===== src/rtl/regfile_pkg.sv =====
// regfile_pkg
// Shared definitions for the register-file writeback arbiter slice.
//   REG_ADDR_W / REG_DATA_W : register address and data widths
//   REG_ZERO                : address of the hard-wired zero register
//   WAIT_MAX                : saturation value of the starvation counters
//   rr_state_t              : round-robin memory of the last granted requester
package regfile_pkg;

  localparam int REG_ADDR_W = 5;
  localparam int REG_DATA_W = 32;
  localparam logic [REG_ADDR_W-1:0] REG_ZERO = 5'd0;
  localparam logic [3:0] WAIT_MAX = 4'd15;

  typedef enum logic {
    LAST_A,
    LAST_B
  } rr_state_t;

endpackage


===== src/rtl/wb_wait_counter.sv =====
// wb_wait_counter
// Saturating 4-bit starvation counter. It counts cycles in which its requester
// waits, holds at WAIT_MAX, and returns to zero when the requester is granted.
// Ports:
//   clk    rising-edge clock
//   reset  synchronous active-high reset (count returns to 0)
//   inc    requester valid but not granted this cycle
//   clr    requester granted this cycle (takes priority over inc)
//   count  current wait count
module wb_wait_counter
  import regfile_pkg::*;
(
  input  logic       clk,
  input  logic       reset,
  input  logic       inc,
  input  logic       clr,
  output logic [3:0] count
);

  // Clear wins over increment; the count never wraps past WAIT_MAX.
  always_ff @(posedge clk) begin
    if (reset) begin
      count <= '0;
    end else if (clr) begin
      count <= '0;
    end else if (inc && (count != WAIT_MAX)) begin
      count <= count + 4'd1;
    end
  end

endmodule


===== src/rtl/regfile_wb_arbiter.sv =====
// regfile_wb_arbiter
// Arbitrates two writeback requesters (A: ALU, B: load) onto the single
// register-file write port, with one cycle of registered latency.
// Optional macro RF_WB_FWD_EN enables forwarding from the output stage.
// Ports:
//   clk, reset                      clock and synchronous active-high reset
//   a_valid/a_ready/a_addr/a_data   requester A handshake and payload
//   b_valid/b_ready/b_addr/b_data   requester B handshake and payload
//   wb_stall                        blocks all new grants while high
//   rf_write/rf_waddr/rf_wdata      registered register-file write port
//   fwd_rs/fwd_rt                   source registers to compare for forwarding
//   fwd_hit_rs/fwd_hit_rt/fwd_data  forwarding result from the output stage
module regfile_wb_arbiter
  import regfile_pkg::*;
(
  input  logic                  clk,
  input  logic                  reset,
  input  logic                  a_valid,
  output logic                  a_ready,
  input  logic [REG_ADDR_W-1:0] a_addr,
  input  logic [REG_DATA_W-1:0] a_data,
  input  logic                  b_valid,
  output logic                  b_ready,
  input  logic [REG_ADDR_W-1:0] b_addr,
  input  logic [REG_DATA_W-1:0] b_data,
  input  logic                  wb_stall,
  output logic                  rf_write,
  output logic [REG_ADDR_W-1:0] rf_waddr,
  output logic [REG_DATA_W-1:0] rf_wdata,
  input  logic [REG_ADDR_W-1:0] fwd_rs,
  input  logic [REG_ADDR_W-1:0] fwd_rt,
  output logic                  fwd_hit_rs,
  output logic                  fwd_hit_rt,
  output logic [REG_DATA_W-1:0] fwd_data
);

  rr_state_t             rr_state;
  rr_state_t             rr_next;
  logic                  grant_a;
  logic                  grant_b;
  logic [3:0]            a_wait_cnt;
  logic [3:0]            b_wait_cnt;
  logic                  a_starved;
  logic                  b_starved;
  logic [REG_ADDR_W-1:0] sel_addr;
  logic [REG_DATA_W-1:0] sel_data;

  assign a_starved = (a_wait_cnt == WAIT_MAX);
  assign b_starved = (b_wait_cnt == WAIT_MAX);

  wb_wait_counter u_a_wait (
    .clk   (clk),
    .reset (reset),
    .inc   (a_valid && !grant_a),
    .clr   (grant_a),
    .count (a_wait_cnt)
  );

  wb_wait_counter u_b_wait (
    .clk   (clk),
    .reset (reset),
    .inc   (b_valid && !grant_b),
    .clr   (grant_b),
    .count (b_wait_cnt)
  );

  // The round-robin memory starts as LAST_B so A is favoured first.
  always_ff @(posedge clk) begin
    if (reset) begin
      rr_state <= LAST_B;
    end else begin
      rr_state <= rr_next;
    end
  end

  // Grant selection. A grant implies its valid, so a grant is a transfer.
  // A starved requester overrides round-robin; A wins if both are starved.
  // The round-robin memory only moves when something is actually granted,
  // which keeps it intact across stalls and idle cycles.
  always_comb begin
    grant_a = 1'b0;
    grant_b = 1'b0;
    rr_next = rr_state;
    if (!reset && !wb_stall) begin
      if (a_valid && b_valid) begin
        if (a_starved) begin
          grant_a = 1'b1;
        end else if (b_starved) begin
          grant_b = 1'b1;
        end else if (rr_state == LAST_B) begin
          grant_a = 1'b1;
        end else begin
          grant_b = 1'b1;
        end
      end else if (a_valid) begin
        grant_a = 1'b1;
      end else if (b_valid) begin
        grant_b = 1'b1;
      end
    end
    if (grant_a) begin
      rr_next = LAST_A;
    end else if (grant_b) begin
      rr_next = LAST_B;
    end
  end

  assign a_ready  = grant_a;
  assign b_ready  = grant_b;
  assign sel_addr = grant_b ? b_addr : a_addr;
  assign sel_data = grant_b ? b_data : a_data;

  // Output stage. Writes to the zero register are accepted and still move
  // the address/data registers, but never raise the write enable. A
  // pending write is dropped by reset.
  always_ff @(posedge clk) begin
    if (reset) begin
      rf_write <= 1'b0;
      rf_waddr <= REG_ZERO;
      rf_wdata <= '0;
    end else if (grant_a || grant_b) begin
      rf_write <= (sel_addr != REG_ZERO);
      rf_waddr <= sel_addr;
      rf_wdata <= sel_data;
    end else begin
      rf_write <= 1'b0;
    end
  end

`ifdef RF_WB_FWD_EN
  // rf_write is never set for address 0, but the explicit zero check keeps
  // the forwarding path independent of that guarantee.
  assign fwd_hit_rs = rf_write && (rf_waddr == fwd_rs) && (fwd_rs != REG_ZERO);
  assign fwd_hit_rt = rf_write && (rf_waddr == fwd_rt) && (fwd_rt != REG_ZERO);
  assign fwd_data   = rf_wdata;
`else
  logic unused_fwd;
  assign unused_fwd = ^{fwd_rs, fwd_rt};
  assign fwd_hit_rs = 1'b0;
  assign fwd_hit_rt = 1'b0;
  assign fwd_data   = '0;
`endif

endmodule


===== config.mk =====
export PLATFORM = sky130hd
export DESIGN_NAME = regfile_wb_arbiter
export DESIGN_NICKNAME = d
export VERILOG_FILES = /design/src/rtl/regfile_pkg.sv /design/src/rtl/wb_wait_counter.sv /design/src/rtl/regfile_wb_arbiter.sv
export SDC_FILE = /design/constraint.sdc
export NUM_CORES = 1
export LEC_CHECK = 0
export BUFFER_PORTS_ARGS = -buffer_cell sky130_fd_sc_hd__buf_2
export CORE_ASPECT_RATIO = 1.1
export CORE_MARGIN = 2
export CORE_UTILIZATION = 36
export CTS_CLUSTER_SIZE = 16
export DETAILED_ROUTE_END_ITERATION = 8
export HOLD_SLACK_MARGIN = 0.12
export PLACE_DENSITY = 0.7
export SETUP_SLACK_MARGIN = 0.05
export SLEW_MARGIN = 20
export SYNTH_ARGS = -nofsm -noshare
export SYNTH_HDL_FRONTEND = slang
export SYNTH_HIERARCHICAL = 1
export SYNTH_SLANG_ARGS = --single-unit

===== constraint.sdc =====
create_clock -name clk -period 3.17 [get_ports clk]
set_clock_uncertainty 0.05 [all_clocks]
set_input_delay 0.634 -clock clk [delete_from_list [all_inputs] [get_ports clk]]
set_output_delay 0.634 -clock clk [all_outputs]
set_load 0.02 [all_outputs]

# Yosys cells after proc, flatten, opt, wreduce, memory -nomap -nowiden

Index checks and enable logic that the tools add are counted.
Widths: inputs -> output; s select.

Flip-flop bits (word level): 47
Output and inout bits: 74
Word-level logic and storage cells: 46

$add $sub $neg: 2
Eq/ne operators: 4
Muxes and demuxes: 17
Bitwise logic cells: 1
Reduce and logical (&&, ||, !) cells: 16

Operators with widths:

| operator            | number |
|---|---|
| $mux 32             | 1 |
| $mux 1              | 15 |
| $add 4x1->4 const B | 2 |
| $eq 4x4->1 const B  | 2 |
| $ne 4x4->1 const B  | 2 |
| $logic_and 1x1->1   | 6 |
| $reduce_or 2->1     | 3 |
| $mux 5              | 1 |
| $reduce_bool 5->1   | 1 |
| $logic_not 1->1     | 4 |
| $reduce_bool 2->1   | 1 |
| $logic_or 1x1->1    | 1 |
| $not 1->1           | 1 |

# Longest topological paths before layout

Gate-level depths: netlist of run 1.

Depth in word-level cells: 8
Gate-level depth with buffers: 8
Gate-level depth less buffers: 7

# Hierarchy

The synthesis of run 1 kept the hierarchy.

Modules (own cells, without submodules):

| module             | times used | cells an instance | area an instance (um2) | seq. area each (um2) |
|---|---|---|---|---|
| regfile_wb_arbiter | 1          | 264               | 2154.6                 | 780.7 |
| wb_wait_counter    | 2          | 22                | 188.9                  | 80.1 |

# Least setup slack after synthesis of run 1

Ideal clock, no wire load.

Path kind: input -> register
Start point: input wb_stall
End point: register u_a_wait.count[3]
Library setup time: 0.112 ns
Data arrival time: 2.010 ns
Data required time: 3.008 ns
Slack: 0.998 ns
Stages: 7
Buffers on the path: 0
Cell sequence: nor2_1 -> nand2_1 -> a21oi_1 -> nor2_1 -> nand4_1 -> nor3_1 -> a2111oi_1

Longest elaborated chain between the ends: 6
Elaborated cells on any way between the ends: 7
Those cells by class: mux: 1; reduce/logical: 6

RTL lines:

| item                   | line                     | RTL |
|---|---|---|
| start: declaration     | regfile_wb_arbiter.sv:26 | `input logic wb_stall,` |
| $logic_not 1->1 *      | regfile_wb_arbiter.sv:84 | `if (!reset && !wb_stall) begin` |
| $logic_and 1x1->1 *    | regfile_wb_arbiter.sv:84 |  |
| $mux 1 *               | regfile_wb_arbiter.sv:84 |  |
| via a_ready            | regfile_wb_arbiter.sv:19 | `output logic a_ready,` |
| $logic_not 1->1        | regfile_wb_arbiter.sv:54 | `.inc (a_valid && !grant_a),` |
| $logic_and 1x1->1      | regfile_wb_arbiter.sv:54 |  |
| $logic_and 1x1->1      | wb_wait_counter.sv:26    | `end else if (inc && (count != WAIT_MAX)) begin` |
| end signal: assignment | wb_wait_counter.sv:27    | `count <= count + 4'd1;` |
| end: declaration       | wb_wait_counter.sv:17    | `output logic [3:0] count` |

The timed path passes the listed nets; every way through them passes the cells marked *.
A chain may end at the register's enable or synchronous reset.

# Final worst setup path of run 1

Start point: input reset
End point: output a_ready

Longest elaborated chain between the ends: 3

RTL lines:

| item               | line                     | RTL |
|---|---|---|
| start: declaration | regfile_wb_arbiter.sv:17 | `input logic reset,` |
| $logic_not 1->1    | regfile_wb_arbiter.sv:84 |  |
| $logic_and 1x1->1  | regfile_wb_arbiter.sv:84 |  |
| $mux 1             | regfile_wb_arbiter.sv:84 |  |
| end: declaration   | regfile_wb_arbiter.sv:19 |  |

No other way between the ends.

==> metrics.md, run 1 <==
| Metric | Value |
|---|---|
| Largest net degree at the start of global routing | 76 |
| Final cell count without fillers | 503 |
| Worst Hold Depth | 2 |
| Worst path required time | roughly 2500 ps |
| Critical Path Stages | 5 |
| Crit end category | primary output |
| Vias in the first global route | between 2000 and 2500 |
| Hold_sp | rf_wdata[21]$_SDFFE_PP0P_ |
| Post-Synthesis Cell Area | ~2500 sq um |
| Global routing usage on met1 | roughly 18% |
| DR vias/cell | between 4 and 5 |
| Clk_lat worst skew | 290 ps |
| Initial antenna violation count | 0 |
| Max Cap Violations | 0 |
| Root Buffer | clkbuf_8 |
| Slew Viols, Final | 0 |
| Synth area leaders | dfxtp_1, nand2_1, buf_4 |
| Worst rel slew slack | about two thirds |
| Status | completed |
| Syn Area/Cell | about 8.2 sq um |
| Ys flop type | dfxtp_1 |
| DIE AREA | ~7700 sq um |
| Worst-case clock buffer depth | 2 |
| 1st-iter DRT viols | 42 |
| Number of CTS-inserted buffers | 5 |
| GR Util met2 | a little over a quarter |
| Slowest CP cell | a21oi_1 |
| FP Rows | 32 |
| Yosys top cell by area | dfxtp_1 |
| Initial Util | between 30 and 40% |
| # IOs | 163 |
| Hold crit path type | flop to flop |
| Hold Crit Endpoint | rf_wdata[21]$_SDFFE_PP0P_ |
| DR pass1 iterations | 4 |
| Ratio of cells with drive above 1 in the final layout | about 37% |
| Critical Path AT | between 1500 and 2000 ps |
| Worst hold slack | around 450 ps |
| Pwr dens | 423.2 nW/um^2 |
| Post-synth EDFFs | 0 |
| Core area | just under 7000 sq um |
| Global route overflow | 0 |
| Sequential Power Share | 48.7% |
| FF-to-FF setup slack | about 1100 ps |
| DRC violations left | 0 |
| Antenna-violating nets left | 0 |
| Top-area cell type share of the netlist area | between 30% and 40% |
| Fin util | about 45% |
| Post-Syn Instances | 308 |
| Inst Count DP | a little under 500 |
| I/O Buffers | 118 |
| Post-Route WL | between 5 and 6 mm |
| Combinational power share | approximately 22% |
| Leak | roughly 1.5 nW |
| Worst-margin pin slew | approximately 500 ps |
| Final worst setup slack | 697.6 ps |
| Placed instance area | between 3000 and 4000 sq um |
| Hold buffer count at cts | 0 |
| Unrepaired setup endpoints after global routing | false |
| RR Endpoint | u_a_wait/count[3]$_SDFFE_PP0P_ |
| Synthesis-to-finish area growth | 23.96% |
| Synth warn | 6 |
| Achievable Freq | slightly above 400 MHz |
| Setup TNS | 0 ps |
| Worst-path maximum fanout | 24 |
| Busiest metal layer after global routing | met2 |
| Origin of the critical flop-to-flop path | u_a_wait/count[0]$_SDFFE_PP0P_ |
| Placer congestion estimate | around 0.82 |
| Wire per inst | 11.67 um |
| PostCTS Resize Cnt | 0 |
| TritonCTS clock tree | done |
| Yosys cell types | 30 |
| Tcrit/Tclk final | just under 80% |
| Crit path buf inv count | 2 |
| P_sw | 0.3941 mW |
| Sequential element share of the synthesized area | between 30% and 40% |
| Critical path start-end classification | input pin to primary output |
| Clk slew on worst S/H paths | around 80 ps |
| Met3 Usage GRT | under 10% |
| Height of the die | between 90 and 100 um |
| Design Area, Final | 3139 sq um |
| R2r worst-path depth | 7 |
| First-pass GRT wire length | approximately 9.6 mm |
| Critical-path cell list | buf_2, nor2_1, nand2_1, a21oi_1, buf_2 |
| Post-synth ARST share | 0% |
| H-tree Lvls | 2 |
| Tot Pwr | between 1 and 1.5 mW |
| Synthesized flop and latch total | 47 |
| Peak VDD IR | around 0.17 mV |
| Sw frac | a little under 30% |
| Top-count cell post-synth | nand2_1 |
| Clk pwr share | between 20% and 30% |
| Startpoint types | input pin |
| Chip width | around 84 um |
| Inserted Diodes | 0 |
| Post-DP HPWL | about 4.3 mm |
| Nets | between 500 and 600 |
| Min Tclk post-route | ~2500 ps |
| Post-CTS Setup Bufs | 0 |
| Final setup viols | 0 |
| Final hold violations | 0 |
| Internal power | 0.9345 mW |
| Via Count | roughly 2400 |
| Pre-CTS setup slack | between 600 and 700 ps |
| Top cell by count, worst path | buf_2 |
| Clk sink count | 47 |
| GRT Total Usage | around 15% |
| CP top delay family | buffers and inverters |
| Post-synth top cells | nand2_1, dfxtp_1, nor2_1 |
| Worst path max stage delay | between 400 and 500 ps |
-- cells by family (layout without fill, tap and decap cells) --
family,count (synthesis),in the layout,share of synthesized area [%]
simple gates,146,146,23.32
buf+inv,59,136,15.61
compound gates,49,49,21.20
flops,47,47,37.15
mux,4,4,1.581
fa+ha+maj,2,2,0.9880
other cells,1,34,0.1481
-- per-layer routing --
layer / wire [um] / up-vias
li1: - / 1210
met1: 2481 / 1066
met2: 2916 / 102
met3: 408 / 6
met4: 63 / 0
met5: 0 / -
-- sequential cells by signal (all words and copies together) (netlist names) --
register        flops
rf_waddr            5
rr_state            1
rf_wdata           32
rf_write            1
u_b_wait/count      4
u_a_wait/count      4
-- layout by cell type (no fill, tap or decap), drive strengths merged, types with 2 or more instances in the layout --
cell / synthesis / layout
o21a: 2 / 2
a311oi: 37 / 37
nand2: 86 / 86
buf: 49 / 123
dfxtp: 47 / 47
ha: 2 / 2
a2111oi: 4 / 4
clkbuf: 5 / 8
a21oi: 3 / 3
or3: 2 / 2
mux2i: 4 / 4
nor2: 45 / 45
nand3: 3 / 3
nand4: 3 / 3
nor3: 3 / 3
conb: 1 / 34
inv: 5 / 5
-- layout make-up --
| cell class | count | area (sq um) |
|---|---|---|
| clock buffer | 8 | 100.1 |
| fill | 724 | 3787 |
| inverter | 5 | 18.77 |
| multi-input combinational | 235 | 1333 |
| sequential | 47 | 940.9 |
| tap | 85 | 106.4 |
| timing repair buffer | 123 | 640.6 |
-- worst max path at each step --
| stage | from | end |
|---|---|---|
| global route | reset | a_ready |
| finish | reset | a_ready |
| detailed placement | reset | a_ready |
| floorplan | wb_stall | u_a_wait/count[3]$_SDFFE_PP0P_ |
| CTS | reset | a_ready |
| global placement | reset | a_ready |
-- power by group through the flow --
stage / clock network (mW) / logic [mW] / registers, mW
2_1_floorplan: 0 / 0.189 / 0.698
3_3_place_gp: 0 / 0.291 / 0.659
3_5_place_dp: 0 / 0.297 / 0.661
4_1_cts: 0.407 / 0.297 / 0.647
5_1_grt: 0.431 / 0.325 / 0.653
6_report: 0.386 / 0.295 / 0.647
-- tightest hold or removal path: stages (launching register included) --
cell,delay [ps]
dfxtp_1,310
nor2_1,100
a311oi_1,50
Power figures use the tool's default switching activity.
==> run 2: changes to the inputs <==
Clock period 3.17 ns to 2.3 ns, I/O delays scaled along.
==> metrics.md, run 2 (same netlist as run 1, synthesis figures left out) <==
| Metric | Value |
|---|---|
| Root Buffer | clkbuf_8 |
| Antenna-violating nets left | 0 |
| R2r worst-path depth | 7 |
| Final hold violations | 0 |
| Origin of the critical flop-to-flop path | u_a_wait/count[0]$_SDFFE_PP0P_ |
| Wire per inst | roughly 12 um |
| Pre-CTS setup slack | 336.8 ps |
| Setup TNS | 0 ps |
| Final cell count without fillers | 505 |
| Slew Viols, Final | 0 |
| First-pass GRT wire length | slightly below 10 mm |
| Critical path start-end classification | flop to primary output |
| FF-to-FF setup slack | around 500 ps |
| Pwr dens | ~580 nW/um^2 |
| Post-CTS Setup Bufs | 0 |
| Vias in the first global route | around 2300 |
| Worst Hold Depth | 3 |
| Peak VDD IR | around 0.23 mV |
| PostCTS Resize Cnt | 0 |
| Worst-path maximum fanout | 5 |
| Post-Route WL | 5.933 mm |
| Placer congestion estimate | slightly above 0.8 |
| Clk_lat worst skew | 290 ps |
| DR vias/cell | 4.794 |
| FP Rows | 32 |
| Critical Path Sink | a_ready |
| Max Cap Violations | 0 |
| Initial antenna violation count | 0 |
| Chip width | 83.97 um |
| Unrepaired setup endpoints after global routing | false |
| I/O Buffers | approximately 120 |
| # IOs | about 160 |
| Number of CTS-inserted buffers | 5 |
| Worst path required time | roughly 1800 ps |
| H-tree Lvls | 2 |
| GRT Total Usage | between 15 and 20% |
| Commonest non-fill, non-tap cells in the layout | buf_2, nand2_1, dfxtp_1 |
| Busiest metal layer after global routing | met2 |
| Synthesis-to-finish area growth | 24.56% |
| Achievable Freq | 495.5 MHz |
| Nets | 510 |
| Status | completed |
| Largest net degree at the start of global routing | between 70 and 80 |
| Worst rel slew slack | 60.17% |
| DR pass1 iterations | 4 |
| Final setup viols | 0 |
| GR Util met2 | between 20 and 30% |
| Clk sink count | 47 |
| Min Tclk post-route | just over 2000 ps |
| Worst-margin pin slew | approximately 600 ps |
| Final worst setup slack | ~280 ps |
| Hold buffer count at cts | 0 |
| Inst Count DP | 497 |
| Height of the die | 91.97 um |
| Critical Path AT | about 1500 ps |
| Post-DP HPWL | roughly 4.3 mm |
| Global routing usage on met1 | between 15 and 20% |
| Initial Util | 36.56% |
| Hold crit path type | input pin to flop |
| 1st-iter DRT viols | 42 |
| TritonCTS clock tree | done |
| Core area | ~6900 sq um |
| Largest registers | rf_wdata x32, rf_waddr x5 |
| Clk slew on worst S/H paths | 90 ps |
| Worst-case clock buffer depth | 2 |
| RR Endpoint | u_a_wait/count[3]$_SDFFE_PP0P_ |
| Flip-flop count of the largest register after layout | 32 |
| Tcrit/Tclk final | 87.74% |
| Via Count | between 2000 and 2500 |
| DIE AREA | around 7700 sq um |
| Crit. Startpoint | u_a_wait/count[0]$_SDFFE_PP0P_ |
| DRC violations left | 0 |
| Met3 Usage GRT | between 2 and 3% |
| Commonest non-fill, non-tap cell in the layout | buf_2 |
| Ratio of cells with drive above 1 in the final layout | 36.90% |
| Biggest register | rf_wdata |
| Startpoint types | flop |
| Inserted Diodes | 0 |
| Leak | between 1 and 1.5 nW |
| Crit end category | primary output |
| Global route overflow | 0 |
-- run 2: cell type report --
cell class,instances,area [sq um]
Sequential cell,47,940.9
Timing Repair Buffer,125,655.6
Multi-Input combinational cell,235,1333
Fill cell,715,3772
Tap cell,85,106.4
Inverter,5,18.77
Clock buffer,8,100.1
-- run 2: routing by layer --
metal	up-vias	wire, um
met3	6	421
li1	1220	-
met4	0	75
met5	-	0
met2	105	2961
met1	1090	2474
-- run 2: how the worst min path moves through the flow --
stage	endpoint	startpoint	slack, ps
6_report	rf_wdata[11]$_SDFFE_PP0P_	a_data[11]	370
5_1_grt	rf_wdata[11]$_SDFFE_PP0P_	b_data[11]	360
4_1_cts	rf_wdata[23]$_SDFFE_PP0P_	a_data[23]	360
3_5_place_dp	rf_wdata[21]$_SDFFE_PP0P_	rf_wdata[21]$_SDFFE_PP0P_	440
3_3_place_gp	u_b_wait/count[1]$_SDFFE_PP0P_	u_b_wait/count[1]$_SDFFE_PP0P_	430
2_1_floorplan	u_a_wait/count[1]$_SDFFE_PP0P_	u_a_wait/count[1]$_SDFFE_PP0P_	420
-- run 2: worst max-delay path, cell delays in order, from the launching register on --
cell and delay, ps:
dfxtp_1 410, nand4_1 210, o21a_1 160, a21oi_1 230, buf_2 210
-- run 2: per-stage QoR --
stage | instance area, sq um | utilization, % | total power, mW | hold slack [ps]
2_1_floorplan | 2656 | - | 1.222 | 418.4
3_3_place_gp | 3054 | 44.09 | 1.312 | 429.2
3_5_place_dp | 3054 | 44.09 | 1.323 | 437.3
4_1_cts | 3154 | 45.54 | 1.874 | 356.7
5_1_grt | 3154 | 45.54 | 1.959 | 360.8
6_report | 3154 | 45.54 | 1.844 | 368.8
-- run 2: report_power, final --
| part | internal (mW) | total, mW | leakage (nW) | switching [mW] |
|---|---|---|---|---|
| clock network | 0.275 | 0.543 | 0.0515 | 0.268 |
| registers | 0.864 | 0.892 | 0.386 | 0.0280 |
| logic | 0.151 | 0.410 | 1.06 | 0.258 |
==> run 3: changes to the inputs <==
Settings changed: CORE_UTILIZATION 36 to 35, PLACE_DENSITY 0.7 to 0.71.
Clock period 2.3 ns to 1.7 ns, I/O delays scaled along.
==> metrics.md, run 3 (same netlist as run 1, synthesis figures left out) <==
| Metric | Value |
|---|---|
| Status | complete, but fails checks |
| Violated checks | negative setup slack |
| Internal power | about 1.8 mW |
| Final cell count without fillers | ~530 |
| TritonCTS clock tree | done |
| Startpoint types | flop |
| Slew Viols, Final | 0 |
| Inserted Diodes | 0 |
| Wire per inst | approximately 13 um |
| Placer congestion estimate | 0.7362 |
| Hold crit path type | input pin to flop |
| DR vias/cell | a little under 5 |
| Fin util | around 53% |
| Clk slew on worst S/H paths | approximately 80 ps |
| DIE AREA | around 8000 sq um |
| Sw frac | between 30% and 40% |
| Critical-path cell list | nand4_1, o221ai_4, inv_2, buf_12, buf_8 |
| Critical path start-end classification | flop to primary output |
| Inst Count DP | about 500 |
| DRC violations left | 0 |
| Initial antenna violation count | 0 |
| R2r worst-path depth | 8 |
| Core area | between 7000 and 8000 sq um |
| Worst Hold Depth | 3 |
| Via Count | approximately 2500 |
| Flip-flop count of the largest register after layout | 32 |
| Global route overflow | 0 |
| 1st-iter DRT viols | between 60 and 70 |
| First-pass GRT wire length | around 11 mm |
| Clk_lat worst skew | about 300 ps |
| Min Tclk post-route | 1776 ps |
| Achievable Freq | 563.0 MHz |
| Initial Util | about 36% |
| Worst path required time | between 1000 and 1500 ps |
| Crit path buf inv count | 3 |
| Peak VDD IR | between 0.3 and 0.4 mV |
| Number of CTS-inserted buffers | 5 |
| Crit end category | primary output |
| Final setup viols | 3 |
| Post-Route WL | 6.771 mm |
| Final hold violations | 0 |
| H-tree Lvls | 2 |
| Ratio of cells with drive above 1 in the final layout | just under 50% |
| Final worst setup slack | -76.08 ps |
| Vias in the first global route | 2375 |
| Post-DP HPWL | about 4.6 mm |
| Height of the die | 93.22 um |
| GRT Total Usage | ~16% |
| Synthesis-to-finish area growth | 46.74% |
| Largest net degree at the start of global routing | 40 |
| Antenna-violating nets left | 0 |
| CP top delay family | flip-flops |
| Chip width | around 85 um |
| FP Rows | 32 |
| Unrepaired setup endpoints after global routing | true |
| Critical Path AT | approximately 1400 ps |
| Design Area, Final | 3716 sq um |
| Commonest non-fill, non-tap cell in the layout | buf_2 |
| Clk sink count | 47 |
| Max Cap Violations | 0 |
| Biggest register | rf_wdata |
| Root Buffer | clkbuf_8 |
| Clk pwr share | between 20 and 30% |
| Worst-path maximum fanout | 2 |
| Worst path max stage delay | between 300 and 400 ps |
| DR pass1 iterations | 4 |
| P_sw | ~0.80 mW |
| Pwr dens | 702.7 nW/um^2 |
| Largest registers | rf_wdata x32, rf_waddr x5 |
| Combinational power share | 25.8% |
| Worst-case clock buffer depth | 2 |
| Tcrit/Tclk final | 104.5% |
| Slowest CP cell | dfxtp_2 |
| Commonest non-fill, non-tap cells in the layout | buf_2, nand2_1, nor2_1 |
| # IOs | 163 |
| Placed instance area | ~3200 sq um |
| I/O Buffers | about 120 |
| Hold buffer count at cts | 0 |
| Leak | roughly 1.8 nW |
| Nets | between 500 and 600 |
| Sequential Power Share | between 40% and 50% |
| Critical Path Stages | 5 |
## run 3: cell count changes in the layout (fill, tap and decap cells not counted), moves of 8 or more
cell	previous run	this run
a311oi_2	18	27
a311oi_1	19	10
nand2_4	0	11
nand2_1	86	69
dfxtp_1	47	39
dfxtp_2	0	8
buf_4	6	15
## run 3: final cells by class
| type | count | area, sq um |
|---|---|---|
| well taps | 85 | 106.4 |
| multi-input cells | 235 | 1556 |
| clock buffers | 8 | 100.1 |
| fillers | 646 | 3291 |
| flip-flops and latches | 47 | 950.9 |
| repair buffers | 148 | 983.4 |
| inverters | 5 | 18.77 |
## run 3: final timing paths
| check | startpoint | end | slack, ps |
|---|---|---|---|
| worst max-delay path | u_a_wait/count[3]$_SDFFE_PP0P_ | b_ready | -80 |
| worst min-delay path | b_data[21] | rf_wdata[21]$_SDFFE_PP0P_ | 240 |
| worst max register to register | u_b_wait/count[2]$_SDFFE_PP0P_ | u_a_wait/count[3]$_SDFFE_PP0P_ | -30 |
| worst min register to register | rf_wdata[8]$_SDFFE_PP0P_ | rf_wdata[8]$_SDFFE_PP0P_ | 450 |
## run 3: metal layers
metal | global-route usage, % | vias to the layer above | wire, um
li1 | - | 1265 | -
met1 | 18.03 | 1165 | 2765
met2 | 29.23 | 103 | 3443
met3 | 4.325 | 5 | 502
met4 | 5.159 | 0 | 59
met5 | 0 | - | 0
## run 3: worst min-delay path: cells and delay by family
family	cells	cell delay [ps]
buf+inv	1	100
compound gates	1	70
simple gates	1	40
## run 3: metrics by stage
| stage | setup TNS, ps | worst slack, ps | total power [mW] | hold slack, ps |
|---|---|---|---|---|
| 2_1_floorplan | -27.20 | -27.20 | 1.662 | 359.4 |
| 3_3_place_gp | 0 | 8.635 | 1.807 | 415.8 |
| 3_5_place_dp | -133.0 | -38.25 | 1.820 | 433.8 |
| 4_1_cts | -283.8 | -111.2 | 2.597 | 232.9 |
| 5_1_grt | -638.1 | -142.5 | 2.743 | 237.8 |
| 6_report | -176.7 | -76.08 | 2.611 | 245.0 |
## run 3: timing repair
item,in CTS,in global routing
buffers inserted,13,2
gates cloned,1,1
resized for setup,14,49
setup endpoints to repair,8,36
pin swaps,11,40
## run 3: power by group through the flow
stage	clock network, mW	logic, mW	registers [mW]
finish	0.735	0.673	1.20
global route	0.800	0.732	1.21
CTS	0.768	0.626	1.20
detailed placement	0	0.588	1.23
global placement	0	0.578	1.23
floorplan	0	0.359	1.30
